`config.mk`:
```
export PLATFORM = sky130hd
export DESIGN_NAME = snake_food_spawner
export DESIGN_NICKNAME = d
export VERILOG_FILES = /design/src/rtl/snake_pkg.sv /design/src/rtl/snake_lfsr16.sv /design/src/rtl/snake_food_spawner.sv
export SDC_FILE = /design/constraint.sdc
export NUM_CORES = 1
export LEC_CHECK = 0
export ABC_CLOCK_PERIOD_IN_PS = 5700
export BUFFER_PORTS_ARGS = -buffer_cell sky130_fd_sc_hd__buf_2
export CELL_PAD_IN_SITES_DETAIL_PLACEMENT = 2
export CELL_PAD_IN_SITES_GLOBAL_PLACEMENT = 2
export CORE_AREA = 2 2 137 86
export DETAILED_ROUTE_END_ITERATION = 6
export DIE_AREA = 0 0 139 88
export GPL_TIMING_DRIVEN = 0
export HOLD_SLACK_MARGIN = 0.02
export PLACE_DENSITY = 0.95
export SETUP_SLACK_MARGIN = 0.05
export SLEW_MARGIN = 20
export SYNTH_ARGS = -nofsm -noshare
export SYNTH_HDL_FRONTEND = slang
export SYNTH_SLANG_ARGS = --single-unit
```
`constraint.sdc`:
```
create_clock -name CLK_50M -period 5.7 [get_ports CLK_50M]
set_input_delay 1.14 -clock CLK_50M [delete_from_list [all_inputs] [get_ports CLK_50M]]
set_output_delay 1.14 -clock CLK_50M [all_outputs]
set_load 0.01 [all_outputs]
```
`src/rtl/snake_pkg.sv`:
```
// Shared constants and types for the snake food spawner slice.
package snake_pkg;

  localparam int unsigned DEF_GRID_W = 40;
  localparam int unsigned DEF_GRID_H = 30;
  localparam int unsigned DEF_X_W    = 6;
  localparam int unsigned DEF_Y_W    = 5;

  localparam logic [15:0] LFSR_SEED = 16'hACE1;
  // Right-shifting Galois taps for x^16+x^14+x^13+x^11+1
  localparam logic [15:0] LFSR_TAPS = 16'hB400;

  localparam int unsigned FOOD_RST_X = 24;
  localparam int unsigned FOOD_RST_Y = 10;

  typedef enum logic [1:0] {
    S_IDLE,
    S_GEN,
    S_QUERY,
    S_PLACE
  } spawn_state_t;

endpackage

```
`src/rtl/snake_lfsr16.sv`:
```
// Free-running 16-bit Galois LFSR; maximal length, so it never reaches zero from a nonzero seed.
module snake_lfsr16
  import snake_pkg::*;
(
  input  logic        CLK_50M,
  input  logic        RSTn,
  output logic [15:0] lfsr
);

  always_ff @(posedge CLK_50M or negedge RSTn) begin
    if (!RSTn) lfsr <= LFSR_SEED;
    else       lfsr <= {1'b0, lfsr[15:1]} ^ (lfsr[0] ? LFSR_TAPS : '0);
  end

endmodule

```
`src/rtl/snake_food_spawner.sv`:
```
// Food slot manager: eats food under the head on game ticks and respawns free slots
// at random empty cells, checking body occupancy through a request/ack query.
module snake_food_spawner
  import snake_pkg::*;
#(
  parameter int unsigned GRID_W   = DEF_GRID_W,
  parameter int unsigned GRID_H   = DEF_GRID_H,
  parameter int unsigned X_W      = DEF_X_W,
  parameter int unsigned Y_W      = DEF_Y_W,
  parameter int unsigned NUM_FOOD = 2,
  parameter int unsigned TICK_DIV = 250000
) (
  input  logic                    CLK_50M,
  input  logic                    RSTn,
  input  logic [X_W-1:0]          head_x,
  input  logic [Y_W-1:0]          head_y,
  output logic [NUM_FOOD*X_W-1:0] food_x,
  output logic [NUM_FOOD*Y_W-1:0] food_y,
  output logic [NUM_FOOD-1:0]     food_valid,
  output logic                    add_cube,
  output logic [1:0]              eat_idx,
  output logic [15:0]             eat_cnt,
  output logic                    occ_req,
  output logic [X_W-1:0]          occ_x,
  output logic [Y_W-1:0]          occ_y,
  input  logic                    occ_ack,
  input  logic                    occ_hit
);

  localparam int unsigned TW = (TICK_DIV > 1) ? $clog2(TICK_DIV) : 1;

  logic [15:0]         lfsr;
  logic [TW-1:0]       tick_cnt;
  logic                tick;
  logic [X_W-1:0]      fx [NUM_FOOD];
  logic [Y_W-1:0]      fy [NUM_FOOD];
  logic [NUM_FOOD-1:0] hit_vec;
  logic [1:0]          hit_idx;
  logic [1:0]          free_idx;
  logic [1:0]          slot_sel;
  logic [X_W-1:0]      cx;
  logic [Y_W-1:0]      cy;
  logic                clash;
  logic                cand_ok;
  logic                sel_load;
  logic                cand_load;
  logic                place;
  logic                unused_lfsr;
  spawn_state_t        state_q, state_d;

  snake_lfsr16 u_lfsr (
    .CLK_50M (CLK_50M),
    .RSTn    (RSTn),
    .lfsr    (lfsr)
  );

  assign unused_lfsr = ^lfsr[15:X_W+Y_W];
  assign cx = lfsr[X_W-1:0];
  assign cy = lfsr[X_W+Y_W-1:X_W];

  assign tick = (tick_cnt == TW'(TICK_DIV - 1));

  always_ff @(posedge CLK_50M or negedge RSTn) begin
    if (!RSTn)     tick_cnt <= '0;
    else if (tick) tick_cnt <= '0;
    else           tick_cnt <= tick_cnt + TW'(1);
  end

  // Scanning from the top index down leaves the lowest matching index as the result.
  always_comb begin
    hit_vec  = '0;
    hit_idx  = '0;
    free_idx = '0;
    clash    = 1'b0;
    for (int unsigned k = 0; k < NUM_FOOD; k++) begin
      hit_vec[k] = food_valid[k] && (fx[k] == head_x) && (fy[k] == head_y);
      if (food_valid[k] && (fx[k] == cx) && (fy[k] == cy)) clash = 1'b1;
    end
    for (int unsigned k = 0; k < NUM_FOOD; k++) begin
      if (hit_vec[NUM_FOOD-1-k])     hit_idx  = 2'(NUM_FOOD - 1 - k);
      if (!food_valid[NUM_FOOD-1-k]) free_idx = 2'(NUM_FOOD - 1 - k);
    end
  end

  assign cand_ok = (cx != '0) && (cx <= X_W'(GRID_W - 2)) &&
                   (cy != '0) && (cy <= Y_W'(GRID_H - 2)) &&
                   !((cx == head_x) && (cy == head_y)) && !clash;

  always_ff @(posedge CLK_50M or negedge RSTn) begin
    if (!RSTn) state_q <= S_IDLE;
    else       state_q <= state_d;
  end

  always_comb begin
    state_d   = state_q;
    sel_load  = 1'b0;
    cand_load = 1'b0;
    place     = 1'b0;
    occ_req   = 1'b0;
    case (state_q)
      S_IDLE: begin
        if (!(&food_valid)) begin
          sel_load = 1'b1;
          state_d  = S_GEN;
        end
      end
      S_GEN: begin
        if (cand_ok) begin
          cand_load = 1'b1;
          state_d   = S_QUERY;
        end
      end
      S_QUERY: begin
        occ_req = 1'b1;
        if (occ_ack) state_d = occ_hit ? S_GEN : S_PLACE;
      end
      S_PLACE: begin
        place   = 1'b1;
        state_d = S_IDLE;
      end
      default: state_d = S_IDLE;
    endcase
  end

  // Eat clears and the PLACE write touch different slots, so both apply in one cycle.
  always_ff @(posedge CLK_50M or negedge RSTn) begin
    if (!RSTn) begin
      for (int unsigned k = 0; k < NUM_FOOD; k++) begin
        fx[k] <= (k == 0) ? X_W'(FOOD_RST_X) : '0;
        fy[k] <= (k == 0) ? Y_W'(FOOD_RST_Y) : '0;
      end
      food_valid <= NUM_FOOD'(1);
      slot_sel   <= '0;
      occ_x      <= '0;
      occ_y      <= '0;
      add_cube   <= 1'b0;
      eat_idx    <= '0;
      eat_cnt    <= '0;
    end else begin
      add_cube <= tick && (|hit_vec);
      if (tick && (|hit_vec)) begin
        eat_idx <= hit_idx;
        if (eat_cnt != 16'hFFFF) eat_cnt <= eat_cnt + 16'd1;
      end
      if (sel_load) slot_sel <= free_idx;
      if (cand_load) begin
        occ_x <= cx;
        occ_y <= cy;
      end
      for (int unsigned k = 0; k < NUM_FOOD; k++) begin
        if (tick && hit_vec[k]) food_valid[k] <= 1'b0;
        if (place && (slot_sel == 2'(k))) begin
          food_valid[k] <= 1'b1;
          fx[k]         <= occ_x;
          fy[k]         <= occ_y;
        end
      end
    end
  end

  always_comb begin
    food_x = '0;
    food_y = '0;
    for (int unsigned k = 0; k < NUM_FOOD; k++) begin
      food_x[k*X_W +: X_W] = fx[k];
      food_y[k*Y_W +: Y_W] = fy[k];
    end
  end

endmodule

```
==> run summary, run 1 <==
STA
• 0 — final number of hold-violating endpoints
• no — unrepaired setup endpoints after global routing
• 0 — Final Max Tran Viols
• 0.854 ns — Tightest Pin Transition
• 3.29 ns — clock period minus final worst setup slack
• 304 MHz — fmax
• 0.426 — remaining max-slew budget at the tightest pin
• 0 ns — setup TNS after final layout
• 0 — Final setup violation count
• 0.578 — final worst path period share
• 0.369 ns — final hold slack
• 0.0127 ns — worst clock skew

Power and ir drop
• 0.000176 V — maximum vdd drop
• 268 mW/mm^2 — Pwr per Cell Area
• 2.50 nW — cell leakage power

Synth
• 363 — cell count after synthesis
• 90 — post-synthesis sequential element count
• 0 — total of warnings raised by yosys
• 1.00 — share of async-settable or async-resettable flops after synthesis
• 0.531 — sequential cell area fraction in the yosys report
• 0.00427 sq mm — post-synthesis instance area
• 0 — count of flip-flops with a built-in enable after synthesis
• 11.8 sq um — syn_area_per_cell
• 380 — Synthesized Nets
• sky130_fd_sc_hd__dfrtp_1 — dominant synthesized flop cell
• 37 — count of different cell masters after synthesis

Placement
• 576 — cell total after placement
• 0.904 — routability-driven placement congestion ratio
• 10.7 mm — Detail Placement HPWL
• 68 — IO buf count
• 0.00481 sq mm — Placement Cell Area

GRT
• 24.7 mm — first-pass GRT wire length
• 50 — largest net degree at the start of global routing
• 3724 — via count of the first global-routing pass
• 0.278 — global-route total usage across every layer
• 0 — GR Overflow Total
• 0 — initial antenna violation count

Setup path
• 5 — maximum fanout encountered on the critical timing path
• occ_x[1] — r2r endpoint
• head_y[4] — Critical Path Source
• 3.57 ns — data arrival time of the critical path
• in -> reg — worst setup path category
• 5.97 ns — CP required
• u_lfsr.lfsr[7] — launch point of the worst reg-to-reg path
• flip-flop — sort of element at the end of the critical path
• eat_cnt[14] — Worst setup endpoint
• input port — crit path launch type
• 8 — logic depth of the worst register-to-register path
• 2.89 ns — setup slack, reg-to-reg

CTS
• yes — TritonCTS clock tree
• 2 — maximum buffer depth of the clock tree
• 0.07 ns — clock slew at reported path FFs
• sky130_fd_sc_hd__clkbuf_16 — clk root buf
• 9 — TritonCTS buffer count
• 0 — count of instances resized after the clock tree is built
• 0 — number of buffers inserted by hold repair at cts
• 0.36 ns — later-pin clock latency in the skew report
• 0 — total setup buffers inserted after CTS
• 90 — sinks on the clock net
• 3 — number of levels in the clock H-tree

Final layout
• 0.308 — share of final-layout standard cells stronger than drive strength 1
• 592 — final cell count without fillers
• 20.6% — area growth from synthesis to layout
• 0 — Ant. Diodes
• 0.00515 sq mm — post-route standard cell area excluding fillers
• 0.470 — fraction of the core area covered by cells at the end of the flow
• 460 — number of nets in the finished design

Floorplanning
• 88 um — Die Height
• 0.389 — Starting Density
• 0.0110 sq mm — floorplan core area
• 0.0122 sq mm — DIE AREA
• 70 — I/O pin cnt
• 30 — row cnt
• 139 um — x dimension of the die

Routing
• 4 — number of detailed-route iterations in the first pass
• 271 — first-iteration detailed-routing DRC count
• 0 — number of remaining DRC errors
• 0 — DRT antenna net count
• 16.1 mm — WL final
• 27.2 um — Routed wire per std cell
• 5.58 — number of vias per cell after detailed routing
• 3302 — total via count after detailed routing

Run
• 0 — max capacitance violation total

Worst hold path
• reg -> reg — hold crit path type

Status
• finished clean — result of the run

-- per-layer routing --
metal | GRT usage | wire length, um
met3 | 0.0640 | 810
met2 | 0.488 | 7990
met4 | 0.0918 | 346
met5 | 0 | 0
met1 | 0.347 | 6950
-- through the flow --
| step | setup WS, ns | power [mW] |
|---|---|---|
| global route | 2.24 | 1.41 |
| detailed placement | 2.34 | 0.698 |
| global placement | 2.56 | 0.692 |
| floorplan | 3.24 | 0.668 |
| CTS | 2.50 | 1.39 |
| finish | 2.41 | 1.38 |
-- sequential cells by signal, indices dropped and copies added (netlist names) --
signal and flops:
tick_cnt 18, eat_cnt 16, u_lfsr.lfsr 16, food_x 12, food_y 10, occ_x 6
occ_y 5, food_valid 2, state_q 2, add_cube 1, eat_idx 1, slot_sel 1
-- power by group --
part / internal [mW] / total (mW) / leakage, nW / switching [mW]
Sequential: 0.640 / 0.643 / 1.18 / 0.00309
Clock: 0.428 / 0.691 / 0.160 / 0.262
Combinational: 0.0147 / 0.0457 / 1.16 / 0.0310
Total: 1.08 / 1.38 / 2.50 / 0.296
-- area by class of cell --
| type | instances | area [sq um] |
|---|---|---|
| Buffer | 16 | 73.8 |
| Sequential cell | 90 | 2270 |
| Multi-Input combinational cell | 252 | 1910 |
| Clock buffer | 11 | 233 |
| Fill cell | 1123 | 5810 |
| Tap cell | 144 | 180 |
| Inverter | 5 | 18.8 |
| Clock inverter | 5 | 103 |
| Timing Repair Buffer | 69 | 363 |
-- cells in the final DEF, fill, tap and decap left out, types with 3 or more instances in the layout --
cell type / synthesis / layout
sky130_fd_sc_hd__inv_1: 5 / 5
sky130_fd_sc_hd__dfstp_2: 13 / 13
sky130_fd_sc_hd__xnor2_1: 64 / 64
sky130_fd_sc_hd__buf_2: 2 / 69
sky130_fd_sc_hd__nand3_1: 14 / 14
sky130_fd_sc_hd__dfrtp_1: 77 / 77
sky130_fd_sc_hd__buf_1: 3 / 3
sky130_fd_sc_hd__nor2_1: 27 / 27
sky130_fd_sc_hd__mux2_2: 25 / 25
sky130_fd_sc_hd__xor2_1: 24 / 24
sky130_fd_sc_hd__clkbuf_16: 0 / 9
sky130_fd_sc_hd__nor4_1: 3 / 3
sky130_fd_sc_hd__clkbuf_1: 9 / 11
sky130_fd_sc_hd__nor3_1: 12 / 12
sky130_fd_sc_hd__nand2_1: 24 / 24
sky130_fd_sc_hd__mux2_4: 9 / 9
sky130_fd_sc_hd__o2111ai_1: 3 / 3
sky130_fd_sc_hd__bufinv_16: 0 / 3
sky130_fd_sc_hd__o21ai_0: 3 / 3
sky130_fd_sc_hd__nand4_1: 20 / 20
-- worst max-delay path, cell delays in order --
cell                        delay, ns
sky130_fd_sc_hd__buf_2           0.14
sky130_fd_sc_hd__xnor2_1         0.32
sky130_fd_sc_hd__nand4_1         0.25
sky130_fd_sc_hd__nor3_1          0.71
sky130_fd_sc_hd__o2111ai_1       0.46
sky130_fd_sc_hd__nor3_1          0.37
sky130_fd_sc_hd__xor2_1          0.18
-- worst min path at each step --
stage	start	endpoint	slack (ns)	cells after the start
floorplan	u_lfsr.lfsr[12]	u_lfsr.lfsr[11]	0.33	0
global placement	u_lfsr.lfsr[12]	u_lfsr.lfsr[11]	0.34	0
detailed placement	u_lfsr.lfsr[12]	u_lfsr.lfsr[11]	0.36	0
CTS	u_lfsr.lfsr[7]	u_lfsr.lfsr[6]	0.37	0
global route	u_lfsr.lfsr[6]	u_lfsr.lfsr[5]	0.37	0
finish	u_lfsr.lfsr[6]	u_lfsr.lfsr[5]	0.37	0
-- cell usage after synthesis (5+ instances only) --
cell	number	area share
sky130_fd_sc_hd__nand4_1	20	0.029
sky130_fd_sc_hd__dfstp_2	13	0.080
sky130_fd_sc_hd__clkbuf_1	9	0.0079
sky130_fd_sc_hd__dfrtp_1	77	0.45
sky130_fd_sc_hd__inv_1	5	0.0044
sky130_fd_sc_hd__nand2_1	24	0.021
sky130_fd_sc_hd__nor2_1	27	0.024
sky130_fd_sc_hd__mux2_4	9	0.032
sky130_fd_sc_hd__nand3_1	14	0.016
sky130_fd_sc_hd__nor3_1	12	0.014
sky130_fd_sc_hd__xor2_1	24	0.049
sky130_fd_sc_hd__mux2_2	25	0.066
sky130_fd_sc_hd__xnor2_1	64	0.13
-- kinds of logic after synthesis --
kind of cell | Yosys count | synth area share
mux | 34 | 0.0976
fa+ha+maj | 2 | 0.00586
other cells | 1 | 0.000878
xor+xnor | 88 | 0.181
compound gates | 14 | 0.0240
buf+inv | 21 | 0.0217
simple gates | 113 | 0.138
flops | 90 | 0.531
No activity file was read; power rests on OpenSTA's default activity.
==> run 2, diff against run 1 <==
ABC_AREA = 1   (was default)
ABC_CLOCK_PERIOD_IN_PS = 2800   (was 5700)
CORE_AREA = 2 2 175 109   (was 2 2 137 86)
DIE_AREA = 0 0 177 111   (was 0 0 139 88)
PLACE_DENSITY = 0.88   (was 0.95)
clock period = 2.8 ns   (was 5.7 ns; I/O delays follow)
==> run 2 against run 1 <==
Net effect: non-clock buffer count decreased by 2; worst setup slack got worse by 1.7 ns; clock skew is 0.0031 ns lower; count of clock-buffer cells in the layout rose by 1; wire length grew 21%; cell area is 22% higher; critical path type is now reg -> reg; largest power group is now registers.
==> run summary, run 2 <==
Setup path
• flip-flop — crit path launch type
• occ_y[2] — r2r endpoint
• reg -> reg — worst setup path category
• 13 — logic depth of the worst register-to-register path
• flip-flop — sort of element at the end of the critical path
• 2.38 ns — data arrival time of the critical path
• 3.11 ns — CP required
• 10 — maximum fanout encountered on the critical timing path
• u_lfsr.lfsr[5] — launch point of the worst reg-to-reg path
• 0.72 ns — setup slack, reg-to-reg

Floorplanning
• 39 — row cnt
• 0.0196 sq mm — DIE AREA
• 0.290 — Starting Density
• 70 — I/O pin cnt
• 177 um — x dimension of the die
• 0.0183 sq mm — floorplan core area
• 111 um — Die Height

Routing
• 4 — number of detailed-route iterations in the first pass
• 4.81 — number of vias per cell after detailed routing
• 313 — first-iteration detailed-routing DRC count
• 18.4 um — Routed wire per std cell
• 5112 — total via count after detailed routing
• 0 — DRT antenna net count
• 19.5 mm — WL final
• 0 — number of remaining DRC errors

GRT
• 0.341 — met1 layer usage reported by global route
• 0.287 — routing usage on met2
• 5422 — via count of the first global-routing pass
• met1 — most used routing layer in global routing
• 0.0442 — met3 track demand over resource in global routing
• 0 — initial antenna violation count
• 47 — largest net degree at the start of global routing
• 0.213 — global-route total usage across every layer
• 31.8 mm — first-pass GRT wire length
• 0 — GR Overflow Total

STA
• 0.00958 ns — worst clock skew
• 2.08 ns — clock period minus final worst setup slack
• 0 — final number of hold-violating endpoints
• no — unrepaired setup endpoints after global routing
• 0 ns — setup TNS after final layout
• 0 — Final Max Tran Viols
• 0.742 — final worst path period share
• 482 MHz — fmax
• 0.828 ns — Tightest Pin Transition
• 0 — Final setup violation count
• 0.448 — remaining max-slew budget at the tightest pin

Final layout
• 0.169 — share of final-layout standard cells stronger than drive strength 1
• 0.344 — fraction of the core area covered by cells at the end of the flow
• 0 — Ant. Diodes
• 18 — number of flip-flops in the largest register
• 266 x sky130_fd_sc_hd__nand2_1, 102 x sky130_fd_sc_hd__inv_1, 77 x sky130_fd_sc_hd__dfrtp_1 — most frequent cells in the layout
• tick_cnt (18), eat_cnt (16), u_lfsr.lfsr (16) — largest registers
• 18.5% — area growth from synthesis to layout
• 829 — number of nets in the finished design
• sky130_fd_sc_hd__nand2_1 — most common cell after layout, fill and taps aside
• tick_cnt — register name with the most flops

Synth
• sky130_fd_sc_hd__dfrtp_1 — dominant synthesized flop cell
• sky130_fd_sc_hd__dfrtp_1 36%, sky130_fd_sc_hd__nand2_1 19%, sky130_fd_sc_hd__inv_1 7.2% — main area contributors after synthesis
• 7.26 sq um — syn_area_per_cell
• 0 — count of flip-flops with a built-in enable after synthesis
• 732 — cell count after synthesis
• sky130_fd_sc_hd__nand2_1 — most used standard cell by instance count after synthesis
• 0.363 — fraction of post-synthesis cell area in the top cell type by area
• simple AND/OR/NAND/NOR gates — dominant combinational cell family by area after synthesis
• 0.389 — simple logic cell fraction of the synthesized area
• 0.0478 — Post-Synth XOR/XNOR Area
• 0.0398 — compound-cell area share of the yosys netlist
• 0 — total of warnings raised by yosys
• 36 — count of different cell masters after synthesis
• 266 x sky130_fd_sc_hd__nand2_1, 102 x sky130_fd_sc_hd__inv_1, 77 x sky130_fd_sc_hd__dfrtp_1 — top cells by instance count after synthesis
• sky130_fd_sc_hd__dfrtp_1 — cell taking the most area after synthesis
• 0 — multiplexer area fraction after synthesis
• 0.00531 sq mm — post-synthesis instance area
• 749 — Synthesized Nets
• 0.00471 — adder-cell share of the synthesized area
• 90 — post-synthesis sequential element count
• 0.427 — sequential cell area fraction in the yosys report
• 1.00 — share of async-settable or async-resettable flops after synthesis

CTS
• 9 — TritonCTS buffer count
• 0.37 ns — later-pin clock latency in the skew report
• sky130_fd_sc_hd__clkbuf_16 — clk root buf
• 3 — number of levels in the clock H-tree
• 0 — count of instances resized after the clock tree is built
• 0.07 ns — clock slew at reported path FFs
• 0 — total setup buffers inserted after CTS
• yes — TritonCTS clock tree
• 0 — number of buffers inserted by hold repair at cts
• 2 — maximum buffer depth of the clock tree
• 90 — sinks on the clock net

Placement
• 0.872 — routability-driven placement congestion ratio
• 68 — IO buf count
• 15.7 mm — Detail Placement HPWL

Power and ir drop
• 424 mW/mm^2 — Pwr per Cell Area
• 0.000349 V — maximum vdd drop
• 3.22 nW — cell leakage power

Status
• finished clean — result of the run

Worst hold path
• in -> async — hold crit path type

Run
• 0 — max capacitance violation total

[run 2: cell types whose count changed after synthesis, moves of 9 or more]
| cell | change |
|---|---|
| sky130_fd_sc_hd__a21oi_1 | +9 |
| sky130_fd_sc_hd__inv_1 | +97 |
| sky130_fd_sc_hd__mux2_2 | -25 |
| sky130_fd_sc_hd__mux2_4 | -9 |
| sky130_fd_sc_hd__nand2_1 | +242 |
| sky130_fd_sc_hd__nand3_1 | +34 |
| sky130_fd_sc_hd__nor2_1 | +37 |
| sky130_fd_sc_hd__o21ai_0 | +24 |
| sky130_fd_sc_hd__xnor2_1 | -52 |
[run 2: where the power goes]
group	switching, mW	internal (mW)
Clock	0.572	0.682
Combinational	0.0831	0.0332
Sequential	0	1.30
Total	0.655	2.02
[run 2: cell type report]
type | instances | area (sq um)
clock buffers | 12 | 267
inverters | 105 | 394
fillers | 2192 | 12000
multi-input cells | 523 | 2560
clock inverters | 4 | 33.8
plain buffers | 14 | 88.8
flip-flops and latches | 90 | 2270
well taps | 246 | 308
repair buffers | 69 | 374
[run 2: critical path: stages (launching register included)]
cell and delay (ns):
sky130_fd_sc_hd__dfstp_2 0.67, sky130_fd_sc_hd__inv_1 0.11, sky130_fd_sc_hd__nand2_1 0.07, sky130_fd_sc_hd__nand2_1 0.05
sky130_fd_sc_hd__nor2_1 0.11, sky130_fd_sc_hd__nand2_1 0.06, sky130_fd_sc_hd__nor2_1 0.24, sky130_fd_sc_hd__nand2_1 0.10
sky130_fd_sc_hd__nand2_1 0.08, sky130_fd_sc_hd__nor2_1 0.06, sky130_fd_sc_hd__nand2_1 0.10, sky130_fd_sc_hd__buf_4 0.22
sky130_fd_sc_hd__nand2_1 0.09, sky130_fd_sc_hd__nand2_1 0.06
[run 2: worst max path at each step]
stage,start,endpoint,slack [ns],depth (start not counted)
2_1_floorplan,eat_cnt[0],eat_cnt[4],1.10,7
3_3_place_gp,RSTn,eat_cnt[7],0.24,1
3_5_place_dp,head_x[3],eat_cnt[13],0.66,12
4_1_cts,tick_cnt[0],eat_cnt[13],0.71,8
5_1_grt,u_lfsr.lfsr[10],occ_y[0],0.49,13
6_report,u_lfsr.lfsr[5],occ_y[2],0.72,13
[run 2: stage by stage]
stage                     hold slack, ns  cell area [sq um]  setup WS (ns)  power, mW  std cells
after floorplan                    0.264               5310           1.10       1.37        732
after global placement             0.335               5960          0.238       1.43       1046
after detailed placement           0.349               5990          0.655       1.44       1047
after CTS                          0.148               6290          0.714       2.70       1063
after global routing               0.160               6290          0.493       2.77       1063
final                              0.123               6290          0.724       2.67       1063
[run 2: kinds of logic after synthesis]
group | count (synthesis)
XOR/XNOR | 29
other | 1
AO/OA/AOI/OAI | 41
AND/OR/NAND/NOR | 450
flip-flops | 90
adder cells (fa/ha/maj) | 2
buffers and inverters | 119
[run 2: per-layer routing]
| metal | up-vias | wire length [um] |
|---|---|---|
| li1 | 2449 | - |
| met1 | 2561 | 10600 |
| met2 | 91 | 7810 |
| met3 | 11 | 898 |
| met4 | 0 | 164 |
| met5 | - | 0 |
==> run 3, diff against run 2 <==
ABC_CLOCK_PERIOD_IN_PS = 1900   (was 2800)
clock period = 1.9 ns   (was 2.8 ns; I/O delays follow)
==> run 3 against run 2 <==
Net effect: combinational power increased by 72%; clock skew increased by 0.0019 ns; via count up 6.9%; register-to-register slack got worse by 0.78 ns; the run now ends with setup timing left; largest power group unchanged.
==> run summary, run 3 (synthesis results as in run 2) <==
Status
• finished with violations — result of the run
• setup timing — violations in the final reports

Floorplanning
• 70 — I/O pin cnt
• 0.0196 sq mm — DIE AREA
• 39 — row cnt
• 0.0183 sq mm — floorplan core area
• 0.290 — Starting Density
• 111 um — Die Height
• 177 um — x dimension of the die

STA
• 0 — final number of hold-violating endpoints
• yes — unrepaired setup endpoints after global routing
• 1.95 ns — clock period minus final worst setup slack
• 0.731 ns — Tightest Pin Transition
• 11 — Final setup violation count
• -0.0546 ns — worst path setup slack after routing
• 0 — Final Max Tran Viols
• 0.0115 ns — worst clock skew
• 1.03 — final worst path period share
• 512 MHz — fmax
• 0.513 — remaining max-slew budget at the tightest pin

Final layout
• 875 — number of nets in the finished design
• 0.311 — share of final-layout standard cells stronger than drive strength 1
• tick_cnt (18), eat_cnt (16), u_lfsr.lfsr (16) — largest registers
• tick_cnt — register name with the most flops
• sky130_fd_sc_hd__nand2_1 — most common cell after layout, fill and taps aside
• 0 — Ant. Diodes
• 0.385 — fraction of the core area covered by cells at the end of the flow
• 18 — number of flip-flops in the largest register
• 230 x sky130_fd_sc_hd__nand2_1, 93 x sky130_fd_sc_hd__inv_1, 69 x sky130_fd_sc_hd__buf_2 — most frequent cells in the layout
• 2155 — number of fill cells
• 32.7% — area growth from synthesis to layout

CTS
• yes — TritonCTS clock tree
• 90 — sinks on the clock net
• 0.37 ns — later-pin clock latency in the skew report
• 0.07 ns — clock slew at reported path FFs
• 9 — TritonCTS buffer count
• 3 — number of levels in the clock H-tree
• sky130_fd_sc_hd__clkbuf_16 — clk root buf
• 2 — maximum buffer depth of the clock tree

Setup path
• 2.21 ns — data arrival time of the critical path
• 2.16 ns — CP required
• -0.05 ns — setup slack, reg-to-reg
• flip-flop — crit path launch type
• reg -> reg — worst setup path category
• 6 — maximum fanout encountered on the critical timing path
• flip-flop — sort of element at the end of the critical path

GRT
• 0 — initial antenna violation count
• 0.226 — global-route total usage across every layer
• 33.5 mm — first-pass GRT wire length
• 47 — largest net degree at the start of global routing
• 5596 — via count of the first global-routing pass
• 0 — GR Overflow Total

Routing
• 20.5 um — Routed wire per std cell
• 298 — first-iteration detailed-routing DRC count
• 0 — number of remaining DRC errors
• 0 — DRT antenna net count
• 5 — number of detailed-route iterations in the first pass
• 5466 — total via count after detailed routing
• 22.8 mm — WL final
• 4.93 — number of vias per cell after detailed routing

Power and ir drop
• 0.467 — clock share of power
• 564 mW/mm^2 — Pwr per Cell Area
• 0.482 — sequential fraction of design power
• 991 uW — total net switching power
• 0.000523 V — maximum vdd drop
• 2.98 mW — internal cell power
• 0.050 — combinational cell fraction of total power
• 0.249 — Switching Fraction
• 3.53 nW — cell leakage power

Placement
• -0.179 ns — Placement Setup Slack
• 15.7 mm — Detail Placement HPWL
• 0.872 — routability-driven placement congestion ratio
• 68 — IO buf count

Run
• 0 — max capacitance violation total

Worst hold path
• reg -> reg — hold crit path type

[run 3: worst paths after layout]
check | endpoint | depth (start not counted) | startpoint
worst max-delay path | occ_y[1] | 13 | u_lfsr.lfsr[5]
max in group asynchronous | food_y[1] | 3 | RSTn
worst min register to register | u_lfsr.lfsr[11] | 0 | u_lfsr.lfsr[12]
min in group asynchronous | u_lfsr.lfsr[14] | 2 | RSTn
worst min-delay path | u_lfsr.lfsr[11] | 0 | u_lfsr.lfsr[12]
worst max register to register | occ_y[1] | 13 | u_lfsr.lfsr[5]
[run 3: power by group through the flow]
stage | combinational [mW] | clock (mW) | sequential [mW]
floorplan | 0.0675 | 0 | 1.95
global placement | 0.157 | 0 | 1.95
detailed placement | 0.173 | 0 | 1.95
CTS | 0.177 | 1.90 | 1.92
global route | 0.221 | 1.97 | 1.91
finish | 0.200 | 1.85 | 1.92
[run 3: worst max-delay path, cell delays in order (launching register included)]
cell                      delay [ns]
sky130_fd_sc_hd__dfstp_2        0.68
sky130_fd_sc_hd__buf_6          0.14
sky130_fd_sc_hd__nand2_2        0.05
sky130_fd_sc_hd__nand2_2        0.07
sky130_fd_sc_hd__nor2_2         0.04
sky130_fd_sc_hd__nand2_2        0.07
sky130_fd_sc_hd__nor2_4         0.06
sky130_fd_sc_hd__nand2_2        0.06
sky130_fd_sc_hd__nand2_2        0.06
sky130_fd_sc_hd__nor2_4         0.18
sky130_fd_sc_hd__nand2_4        0.13
sky130_fd_sc_hd__buf_12         0.20
sky130_fd_sc_hd__nand2_4        0.05
sky130_fd_sc_hd__nand2_2        0.04
[run 3: metal layers]
layer  track usage  vias to the layer above  wire length, um
met5             0                        -                0
met4        0.0446                        0              207
met3        0.0436                       16             1130
met2         0.311                      103            10000
met1         0.359                     2808            11400
li1              -                     2539                -
[run 3: final cells by class]
cell class	instances	area [sq um]	area share
multi-input combinational	525	2890	0.411
sequential	90	2280	0.324
timing repair buffer	113	747	0.106
inverter	105	397	0.0563
tap	246	308	0.0437
clock buffer	12	267	0.0378
buffer	14	116	0.0165
clock inverter	4	33.8	0.00479
[run 3: metrics by stage]
stage / power, mW / instances / setup TNS, ns / instance area [sq um] / hold slack (ns)
global route: 4.11 / 1109 / -1.27 / 7050 / 0.381
finish: 3.97 / 1109 / -0.477 / 7050 / 0.359
global placement: 2.11 / 1046 / -37.33 / 5960 / 0.335
detailed placement: 2.12 / 1047 / -2.78 / 5990 / 0.349
CTS: 3.99 / 1082 / 0 / 6550 / 0.358
floorplan: 2.02 / 732 / 0 / 5310 / 0.0844
[run 3: timing repair]
item                                    4_1_cts  5_1_grt
endpoints found under the setup margin       26       36
pin swaps                                    10       30
resized for setup                            35       93
hold buffers                                  1        0
buffers inserted                             16       25
cloned                                        2        2
endpoints found under the hold margin        42        0
